`src/rtl/spi_reg_slave_if.sv`:
```
// SPI pin bundle between an initiator (master modport) and spi_reg_slave (slave modport).
interface spi_reg_slave_if;
  logic       spi_sclk;
  logic       spi_cs;
  logic       spi_sdi0;
  logic       spi_sdi1;
  logic       spi_sdi2;
  logic       spi_sdi3;
  logic       spi_sdo0;
  logic       spi_sdo1;
  logic       spi_sdo2;
  logic       spi_sdo3;
  logic [1:0] spi_mode;

  modport master (
    output spi_sclk, spi_cs, spi_sdi0, spi_sdi1, spi_sdi2, spi_sdi3,
    input  spi_sdo0, spi_sdo1, spi_sdo2, spi_sdo3, spi_mode
  );

  modport slave (
    input  spi_sclk, spi_cs, spi_sdi0, spi_sdi1, spi_sdi2, spi_sdi3,
    output spi_sdo0, spi_sdo1, spi_sdo2, spi_sdo3, spi_mode
  );
endinterface

```
`src/rtl/spi_reg_slave.sv`:
```
// SPI mode-0 register responder: 8-bit opcode, then a 32-bit read or write of reg0/reg1.
// Quad-output reads (opcodes 0x0D/0x0F) are built only when SPI_QUAD_EN is defined.
module spi_reg_slave #(
  parameter logic [31:0] REG0_RST     = 32'h0000_0000,
  parameter logic [31:0] REG1_RST     = 32'd32,
  parameter int unsigned DUMMY_CYCLES = 0
) (
  input  logic           clk_i,
  input  logic           rst_i,
  spi_reg_slave_if.slave spi,
  output logic [31:0]    reg0_o,
  output logic [31:0]    reg1_o,
  output logic           reg_we_o,
  output logic           reg_idx_o
);

  typedef enum logic [2:0] {
    IDLE,
    CMD,
    DUMMY,
    RD_DATA,
    WR_DATA,
    COMMIT,
    DISCARD
  } state_t;

  localparam logic [5:0] DUMMY_LAST = (DUMMY_CYCLES > 0) ? 6'(DUMMY_CYCLES - 1) : 6'd0;

  state_t      state;
  state_t      next_state;

  logic [2:0]  sclk_sync;
  logic [2:0]  cs_sync;
  logic [2:0]  sdi_sync;
  logic        sclk_rise;
  logic        sclk_fall;
  logic        cs_s;
  logic        sdi_s;
  logic        armed;

  logic [5:0]  bit_cnt;
  logic [6:0]  cmd_shift;
  logic [30:0] wr_shift;
  logic [31:0] rd_shift;
  logic [3:0]  sdo_q;
  logic        idx_q;
  logic        quad_q;

  logic [7:0]  cmd_word;
  logic        dec_wr;
  logic        dec_rd;
  logic        dec_quad;
  logic        dec_idx;
  logic        last_wr_bit;
  logic        rd_sel;
  logic [5:0]  rd_last;

  // Two-flop synchronizers plus a history flop; armed blocks a new transaction after
  // reset until chip select has been seen high.
  always_ff @(posedge clk_i) begin
    if (rst_i) begin
      sclk_sync <= '0;
      cs_sync   <= '0;
      sdi_sync  <= '0;
      armed     <= 1'b0;
    end else begin
      sclk_sync <= {sclk_sync[1:0], spi.spi_sclk};
      cs_sync   <= {cs_sync[1:0], spi.spi_cs};
      sdi_sync  <= {sdi_sync[1:0], spi.spi_sdi0};
      if (cs_sync[2]) begin
        armed <= 1'b1;
      end
    end
  end

  assign sclk_rise = sclk_sync[1] & ~sclk_sync[2];
  assign sclk_fall = ~sclk_sync[1] & sclk_sync[2];
  assign cs_s      = cs_sync[1];
  assign sdi_s     = sdi_sync[2];

  assign cmd_word    = {cmd_shift, sdi_s};
  assign last_wr_bit = (state == WR_DATA) && sclk_rise && (bit_cnt == 6'd31);
  assign rd_sel      = (state == CMD) ? dec_idx : idx_q;
  assign rd_last     = quad_q ? 6'd7 : 6'd31;

  always_comb begin
    dec_wr   = 1'b0;
    dec_rd   = 1'b0;
    dec_quad = 1'b0;
    dec_idx  = 1'b0;
    case (cmd_word)
      8'h01: dec_wr = 1'b1;
      8'h11: begin
        dec_wr  = 1'b1;
        dec_idx = 1'b1;
      end
      8'h05: dec_rd = 1'b1;
      8'h07: begin
        dec_rd  = 1'b1;
        dec_idx = 1'b1;
      end
`ifdef SPI_QUAD_EN
      8'h0D: begin
        dec_rd   = 1'b1;
        dec_quad = 1'b1;
      end
      8'h0F: begin
        dec_rd   = 1'b1;
        dec_quad = 1'b1;
        dec_idx  = 1'b1;
      end
`endif
      default: ;
    endcase
  end

  always_ff @(posedge clk_i) begin
    if (rst_i) begin
      state <= IDLE;
    end else begin
      state <= next_state;
    end
  end

  // Chip select high wins everywhere except on the final write edge, which is seen first.
  always_comb begin
    next_state = state;
    case (state)
      IDLE: begin
        if (armed && !cs_s) begin
          next_state = CMD;
        end
      end
      CMD: begin
        if (sclk_rise && bit_cnt == 6'd7) begin
          if (dec_wr) begin
            next_state = WR_DATA;
          end else if (dec_rd) begin
            next_state = (DUMMY_CYCLES > 0) ? DUMMY : RD_DATA;
          end else begin
            next_state = DISCARD;
          end
        end
      end
      DUMMY: begin
        if (sclk_rise && bit_cnt == DUMMY_LAST) begin
          next_state = RD_DATA;
        end
      end
      RD_DATA: begin
        if (sclk_rise && bit_cnt == rd_last) begin
          next_state = DISCARD;
        end
      end
      WR_DATA: begin
        if (last_wr_bit) begin
          next_state = COMMIT;
        end
      end
      COMMIT:  next_state = DISCARD;
      DISCARD: next_state = DISCARD;
      default: next_state = IDLE;
    endcase
    if (cs_s && !last_wr_bit) begin
      next_state = IDLE;
    end
  end

  always_ff @(posedge clk_i) begin
    if (rst_i) begin
      bit_cnt   <= '0;
      cmd_shift <= '0;
      wr_shift  <= '0;
      rd_shift  <= '0;
      sdo_q     <= '0;
      idx_q     <= 1'b0;
      quad_q    <= 1'b0;
      reg0_o    <= REG0_RST;
      reg1_o    <= REG1_RST;
      reg_we_o  <= 1'b0;
      reg_idx_o <= 1'b0;
    end else begin
      reg_we_o <= 1'b0;
      if (next_state == IDLE) begin
        bit_cnt   <= '0;
        cmd_shift <= '0;
        wr_shift  <= '0;
        rd_shift  <= '0;
        sdo_q     <= '0;
        quad_q    <= 1'b0;
      end else begin
        if (next_state != state) begin
          bit_cnt <= '0;
        end else if (sclk_rise && bit_cnt != 6'h3F) begin
          bit_cnt <= bit_cnt + 6'd1;
        end

        if (state == CMD && sclk_rise) begin
          cmd_shift <= cmd_word[6:0];
          if (bit_cnt == 6'd7) begin
            idx_q  <= dec_idx;
            quad_q <= dec_quad;
          end
        end

        if (state == WR_DATA && sclk_rise) begin
          wr_shift <= {wr_shift[29:0], sdi_s};
        end

        // The first bit is driven on the falling edge after the read data is latched.
        if (next_state == RD_DATA && state != RD_DATA) begin
          rd_shift <= rd_sel ? reg1_o : reg0_o;
        end else if (state == RD_DATA && sclk_fall) begin
          if (quad_q) begin
            sdo_q    <= rd_shift[31:28];
            rd_shift <= {rd_shift[27:0], 4'h0};
          end else begin
            sdo_q    <= {3'b000, rd_shift[31]};
            rd_shift <= {rd_shift[30:0], 1'b0};
          end
        end

        if (state != RD_DATA) begin
          sdo_q <= '0;
        end

        if (next_state == COMMIT) begin
          reg_we_o  <= 1'b1;
          reg_idx_o <= idx_q;
          if (idx_q) begin
            reg1_o <= {wr_shift, sdi_s};
          end else begin
            reg0_o <= {wr_shift, sdi_s};
          end
        end
      end
    end
  end

  assign spi.spi_sdo0 = sdo_q[0];

`ifdef SPI_QUAD_EN
  assign spi.spi_sdo1 = sdo_q[1];
  assign spi.spi_sdo2 = sdo_q[2];
  assign spi.spi_sdo3 = sdo_q[3];
  assign spi.spi_mode = (state == RD_DATA && quad_q) ? 2'b10 : 2'b00;
`else
  logic unused_quad;
  assign unused_quad  = ^sdo_q[3:1];
  assign spi.spi_sdo1 = 1'b0;
  assign spi.spi_sdo2 = 1'b0;
  assign spi.spi_sdo3 = 1'b0;
  assign spi.spi_mode = 2'b00;
`endif

  logic unused_sdi;
  assign unused_sdi = ^{spi.spi_sdi1, spi.spi_sdi2, spi.spi_sdi3};

endmodule
```
`src/flat_wrapper.sv`:
```
// flat-port wrapper written by rule: the top's interface ports become plain ports
module spi_reg_slave_flat 
#(
  parameter logic [31:0] REG0_RST     = 32'h0000_0000,
  parameter logic [31:0] REG1_RST     = 32'd32,
  parameter int unsigned DUMMY_CYCLES = 0
)
  (clk_i, rst_i, reg0_o, reg1_o, reg_we_o, reg_idx_o, spi_spi_sclk, spi_spi_cs, spi_spi_sdi0, spi_spi_sdi1, spi_spi_sdi2, spi_spi_sdi3, spi_spi_sdo0, spi_spi_sdo1, spi_spi_sdo2, spi_spi_sdo3, spi_spi_mode);
  spi_reg_slave_if spi_i ();
  input  logic clk_i;
  input  logic rst_i;
  output logic [31:0] reg0_o;
  output logic [31:0] reg1_o;
  output logic reg_we_o;
  output logic reg_idx_o;
  input wire logic [$bits(spi_i.spi_sclk)-1:0] spi_spi_sclk;
  input wire logic [$bits(spi_i.spi_cs)-1:0] spi_spi_cs;
  input wire logic [$bits(spi_i.spi_sdi0)-1:0] spi_spi_sdi0;
  input wire logic [$bits(spi_i.spi_sdi1)-1:0] spi_spi_sdi1;
  input wire logic [$bits(spi_i.spi_sdi2)-1:0] spi_spi_sdi2;
  input wire logic [$bits(spi_i.spi_sdi3)-1:0] spi_spi_sdi3;
  output wire logic [$bits(spi_i.spi_sdo0)-1:0] spi_spi_sdo0;
  output wire logic [$bits(spi_i.spi_sdo1)-1:0] spi_spi_sdo1;
  output wire logic [$bits(spi_i.spi_sdo2)-1:0] spi_spi_sdo2;
  output wire logic [$bits(spi_i.spi_sdo3)-1:0] spi_spi_sdo3;
  output wire logic [$bits(spi_i.spi_mode)-1:0] spi_spi_mode;
  assign spi_i.spi_sclk = spi_spi_sclk;
  assign spi_i.spi_cs = spi_spi_cs;
  assign spi_i.spi_sdi0 = spi_spi_sdi0;
  assign spi_i.spi_sdi1 = spi_spi_sdi1;
  assign spi_i.spi_sdi2 = spi_spi_sdi2;
  assign spi_i.spi_sdi3 = spi_spi_sdi3;
  assign spi_spi_sdo0 = spi_i.spi_sdo0;
  assign spi_spi_sdo1 = spi_i.spi_sdo1;
  assign spi_spi_sdo2 = spi_i.spi_sdo2;
  assign spi_spi_sdo3 = spi_i.spi_sdo3;
  assign spi_spi_mode = spi_i.spi_mode;
  spi_reg_slave #(.REG0_RST(REG0_RST), .REG1_RST(REG1_RST), .DUMMY_CYCLES(DUMMY_CYCLES)) u_core (.clk_i(clk_i), .rst_i(rst_i), .spi(spi_i), .reg0_o(reg0_o), .reg1_o(reg1_o), .reg_we_o(reg_we_o), .reg_idx_o(reg_idx_o));
endmodule
```
`config.mk`:
```
export PLATFORM = sky130hd
export DESIGN_NAME = spi_reg_slave_flat
export DESIGN_NICKNAME = d
export VERILOG_FILES = /design/src/rtl/spi_reg_slave_if.sv /design/src/rtl/spi_reg_slave.sv /design/src/flat_wrapper.sv
export SDC_FILE = /design/constraint.sdc
export NUM_CORES = 1
export LEC_CHECK = 0
export CAP_MARGIN = 5
export CORE_MARGIN = 1
export CORE_UTILIZATION = 36
export DETAILED_ROUTE_END_ITERATION = 16
export GPL_ROUTABILITY_DRIVEN = 0
export MAX_ROUTING_LAYER = met4
export PLACE_DENSITY = 0.62
export SYNTH_ARGS = -nofsm -noshare
export SYNTH_HDL_FRONTEND = slang
export SYNTH_SLANG_ARGS = --single-unit
```
`constraint.sdc`:
```
create_clock -name clk_i -period 7.4 [get_ports clk_i]
set_clock_uncertainty 0.2 [all_clocks]
set_input_delay 2.22 -clock clk_i [delete_from_list [all_inputs] [get_ports clk_i]]
set_output_delay 2.22 -clock clk_i [all_outputs]
set_load 0.1 [all_outputs]
```
==> reports/metrics.yaml, run 1 <==
outcome: "finished, final reports clean"
cts.htree.levels: 4
combPwrFrac: 0.021
relSlewSlack: 0.134
first_pass_iters: 5
fin_crit_sh: 0.593
path_buf_inv: 1
post-dp-hpwl_microns: 8980
finalSetupViolCount: 0
grt_pass1_wl_microns: 24800
final_common_cell: "nand2_1"
overflow: 0
hold_viol: 0
numCtsBuffers: 17
num-fill-cells: 1694
vias: 5127
n_antenna_cell: 0
worstMarginPinSlew_ns: 1.30
drive_above_1_share: 0.109
core_sq_um: 17500
crit_type: "flop to output pin"
seqPwrFrac: 0.483
cts-resized-gates: 0
final_cell_mix: "nand2_1, dfxtp_1, a21oi_1"
tns_ns: 0
hold_class: "flop to flop"
start_util: 0.371
maxCapViolCount: 0
grt_max_degree: 82
fp-row-count: 48
synthToLayoutAreaGrowth_pct: 21.6
finalCriticalPeriod_ns: 4.39
p_int_mw: 1.39
path_max_fanout: 3
clock.fmax_mhz: 228
synth-edff-count: 0
slowest_delay_ns: 1.15
worstSetupEndpointType: "output pin"
die_height_microns: 136
die_w_microns: 136
cp_top_family: "buffers and inverters"
clock_path_buffers: 2
path_cells: "clkdlybuf4s50_1"
dp_slack_ns: 2.96
routed_wl_microns: 15000
placed_cells: 997
post_drt_wl_per_cell_microns: 14.6
syn_avg_cell_area_sq_um: 8.62
portBuffers: 71
dominantRegCellSynth: "dfxtp_1"
vdd_drop_max_mv: 0.165
ys_ff_latch: 157
clockPowerShare: 0.496
fin_nets: 801
drv_slew: 0
swShare: 0.212
p_per_area_nw_per_um2: 223
fin_ws_ns: 3.01
initialDrtViolationCount: 293
worstSkewPairLatency_ns: 0.43
cts-hold-fix-buffers: 0
p_total_mw: 1.76
cts_tree: "done"
rsz0062_at_grt: "false"
post_cts_buffers: 0
async_reset_ff_frac: 0
grt_pass1_vias: 4952
antenna_found_initial: 0
syn_area_sq_um: 6490
netlist-cell-type-count: 47
p_switching_mw: 0.373
drc: 0
synth_cells: 753
yosys_warnings: 0
crit_path_start_kind: "flop"
via_per_inst: 4.98
drtAntennaViolNets: 0
seq_area_frac_synth: 0.484
clk_pin_slew_ns: 0.06
dieArea_sq_um: 18600
grt_use_total: 0.177
layout.cells.non_filler: 1029
cpMaxStageDelayCell: "clkdlybuf4s50_1"
leakagePower_nw: 2.48
crit_required_ns: 4.98
cts.sink_count: 157
clockRootBuffer: "clkbuf_16"
boundaryPins: 80
worstPathArrival_ns: 1.97
==> final timing paths <==
path / from / to / slack [ns] / cells past startpoint
min: u_core.cs_sync[0]$_SDFF_PP0_ / u_core.cs_sync[1]$_SDFF_PP0_ / 0.23 / 1
max reg2reg: u_core.bit_cnt[0]$_SDFFE_PP0P_ / u_core.rd_shift[15]$_SDFFE_PP0P_ / 3.48 / 7
max: u_core.reg0_o[12]$_SDFFE_PP0P_ / reg0_o[12] / 3.01 / 1
min reg2reg: u_core.cs_sync[0]$_SDFF_PP0_ / u_core.cs_sync[1]$_SDFF_PP0_ / 0.23 / 1
==> state kept, by name, indices dropped and copies added, names as in the netlist <==
name	count
u_core.state	3
u_core.wr_shift	31
u_core.reg1_o	32
u_core.sclk_sync	3
u_core.idx_q	1
u_core.reg_idx_o	1
u_core.bit_cnt	6
u_core.cs_sync	3
u_core.reg0_o	32
u_core.armed	1
u_core.sdo_q	1
u_core.sdi_sync	3
u_core.reg_we_o	1
u_core.cmd_shift	7
u_core.rd_shift	32
==> per-layer routing <==
layer	vias to the layer above	global-route usage	part of all wire
met5	-	-	0
met4	0	0.0642	0.017
met3	17	0.0418	0.047
met2	119	0.275	0.45
met1	2358	0.223	0.48
li1	2633	-	-
==> through the flow <==
step | utilization | hold slack, ns | cell area, sq um
4_1_cts | 0.452 | 0.234 | 7900
5_1_grt | 0.452 | 0.257 | 7900
2_1_floorplan | - | 0.211 | 6510
6_report | 0.452 | 0.232 | 7900
3_3_place_gp | 0.418 | 0.215 | 7310
3_5_place_dp | 0.418 | 0.220 | 7310
==> power by group through the flow <==
stage	clock, mW	sequential (mW)	combinational [mW]
2_1_floorplan	0	0.867	0.0325
3_3_place_gp	0	0.868	0.0374
3_5_place_dp	0	0.868	0.0374
4_1_cts	0.891	0.850	0.0373
5_1_grt	0.928	0.849	0.0404
6_report	0.874	0.850	0.0374
==> Yosys cell counts (3+ instances only) <==
library cell / number / share of area
a211oi_1: 20 / 0.023
a211oi_2: 10 / 0.019
a21oi_1: 101 / 0.078
a31oi_1: 5 / 0.0048
buf_2: 4 / 0.0031
buf_4: 5 / 0.0058
clkbuf_1: 49 / 0.028
dfxtp_1: 157 / 0.48
inv_1: 3 / 0.0017
mux2_2: 29 / 0.050
mux2i_1: 40 / 0.062
nand2_1: 200 / 0.12
nand3_1: 8 / 0.0062
nor2_1: 23 / 0.013
nor2b_1: 15 / 0.014
nor3_1: 36 / 0.028
o21ai_0: 4 / 0.0031
or3_1: 3 / 0.0029
xnor2_1: 4 / 0.0054
==> cells by family after synthesis <==
kind of cell | synth area share
fa+ha+maj | 0.00385
compound gates | 0.142
simple gates | 0.206
flops | 0.484
buf+inv | 0.0436
other cells | 0.000578
mux | 0.112
xor+xnor | 0.00810
==> cell type report <==
class | instances | area [sq um] | area share
Inverter | 3 | 11.3 | 0.00143
Multi-Input combinational cell | 535 | 3120 | 0.395
Tap cell | 225 | 282 | 0.0357
Clock buffer | 19 | 443 | 0.0561
Timing Repair Buffer | 77 | 751 | 0.0951
Clock inverter | 13 | 148 | 0.0187
Sequential cell | 157 | 3140 | 0.398
(Power assumes the default switching activity.)
==> run 2: changes to the inputs <==
==> constraint.sdc (replaced) <==
create_clock -name clk_i -period 4.3 [get_ports clk_i]
set_clock_uncertainty 0.2 [all_clocks]
set_input_delay 1.29 -clock clk_i [delete_from_list [all_inputs] [get_ports clk_i]]
set_output_delay 1.29 -clock clk_i [all_outputs]
set_load 0.1 [all_outputs]
==> run 2 against run 1 <==
  * Cell count up 0.97%
  * Non-clock buffer count up 10
  * Worst hold slack better by 0.0023 ns
  * Global-route usage up 0.30 points
  * Critical path depth unchanged
  * Clock power up 89%
  * Highest routed layer unchanged
==> reports/metrics.yaml, run 2 (synthesis gave the netlist of run 1 again) <==
outcome: "finished, final reports clean"
dieArea_sq_um: 18600
worstSetupPathDepth: 1
final_common_cell: "nand2_1"
synthToLayoutAreaGrowth_pct: 23.4
cts-resized-gates: 0
vias: 5227
cts.htree.levels: 4
met3_usage: 0.0350
crit_end: "reg1_o[3]"
numCtsBuffers: 17
boundaryPins: 80
clock.fmax_mhz: 289
fin_crit_sh: 0.805
clockRootBuffer: "clkbuf_16"
path_buf_inv: 1
rsz0062_at_grt: "false"
cp_top_family: "buffers and inverters"
placed_cells: 1007
core_sq_um: 17500
antenna_found_initial: 0
worstMarginPinSlew_ns: 1.08
vdd_drop_max_mv: 0.278
cts_tree: "done"
crit_required_ns: 2.81
tns_ns: 0
use_met1: 0.234
grt_pass1_wl_microns: 25200
worstSkewPairLatency_ns: 0.42
reg2regPathDepth: 8
portBuffers: 71
final_cell_mix: "nand2_1, dfxtp_1, a21oi_1"
r2r_slack_ns: 0.92
path_max_fanout: 3
crit_path_start: "u_core.reg1_o[3]$_SDFFE_PP0P_"
hold_class: "flop to flop"
drive_above_1_share: 0.119
worstPathArrival_ns: 1.97
clock_path_buffers: 2
die_w_microns: 136
n_antenna_cell: 0
routed_wl_microns: 15300
fin_nets: 811
drtAntennaViolNets: 0
crit_type: "flop to output pin"
via_per_inst: 5.03
fp-row-count: 48
finalSetupViolCount: 0
grt_max_degree: 81
initialDrtViolationCount: 399
post-dp-hpwl_microns: 9560
layout.cells.non_filler: 1039
overflow: 0
grt_use_total: 0.180
worstSetupEndpointType: "output pin"
post_cts_buffers: 0
die_height_microns: 136
holdWs_ns: 0.234
crit_path_start_kind: "flop"
clk_pin_slew_ns: 0.06
finalCriticalPeriod_ns: 3.46
top_usage_layer: "met2"
p_per_area_nw_per_um2: 397
post_drt_wl_per_cell_microns: 14.8
leakagePower_nw: 2.56
drv_slew: 0
grt_pass1_vias: 4858
grt_use_met2: 0.272
first_pass_iters: 7
slowest_delay_ns: 1.16
relSlewSlack: 0.275
maxCapViolCount: 0
r2r_end: "u_core.rd_shift[18]$_SDFFE_PP0P_"
cts-hold-fix-buffers: 0
rr_startpoint: "u_core.bit_cnt[0]$_SDFFE_PP0P_"
biggestRegsByFlops: "u_core.rd_shift: 32 flops, u_core.reg0_o: 32 flops, u_core.reg1_o: 32 flops"
cts.sink_count: 157
drc: 0
hold_viol: 0
cpMaxStageDelayCell: "clkdlybuf4s50_1"
path_cells: "clkdlybuf4s50_1"
start_util: 0.371
[run 2: cell types whose count changed in the layout (fill, tap and decap cells not counted), moves of 2 or more]
cell	change
nor2_4	-2
bufinv_16	+2
buf_4	+11
nor2_2	+2
clkinv_2	-4
[run 2: worst min path at each step]
| stage | from | end | cells past startpoint |
|---|---|---|---|
| floorplan | u_core.cs_sync[2]$_SDFF_PP0_ | u_core.armed$_SDFFE_PP0P_ | 2 |
| global placement | u_core.sdi_sync[0]$_SDFF_PP0_ | u_core.sdi_sync[1]$_SDFF_PP0_ | 1 |
| finish | u_core.sclk_sync[0]$_SDFF_PP0_ | u_core.sclk_sync[1]$_SDFF_PP0_ | 1 |
| detailed placement | u_core.sclk_sync[0]$_SDFF_PP0_ | u_core.sclk_sync[1]$_SDFF_PP0_ | 1 |
| CTS | u_core.sclk_sync[0]$_SDFF_PP0_ | u_core.sclk_sync[1]$_SDFF_PP0_ | 1 |
| global route | u_core.sclk_sync[0]$_SDFF_PP0_ | u_core.sclk_sync[1]$_SDFF_PP0_ | 1 |
[run 2: layout make-up]
type,count,area (sq um)
Sequential cell,157,3140
Tap cell,225,282
Inverter,3,11.3
Timing Repair Buffer,87,823
Clock inverter,11,189
Clock buffer,21,460
Fill cell,1676,9460
Multi-Input combinational cell,535,3100
[run 2: metrics by stage]
step / utilization / cell area [sq um] / total power [mW] / worst slack (ns)
after CTS: 0.458 / 8010 / 3.21 / 0.825
after global placement: 0.421 / 7360 / 1.56 / 1.05
after global routing: 0.458 / 8010 / 3.27 / 0.704
final: 0.458 / 8010 / 3.18 / 0.838
after floorplan: - / 6510 / 1.55 / 1.61
after detailed placement: 0.421 / 7360 / 1.56 / 0.951
[run 2: routing by layer]
metal  share of wire  vias to the layer above
met3           0.044                       18
met2            0.46                      141
li1                -                     2668
met4           0.016                        0
met5               0                        -
met1            0.48                     2400
[run 2: power by group]
part           switching [mW]  total, mW  internal [mW]
Combinational          0.0533     0.0651         0.0118
Sequential            0.00374       1.46           1.46
Clock                   0.594       1.65           1.06
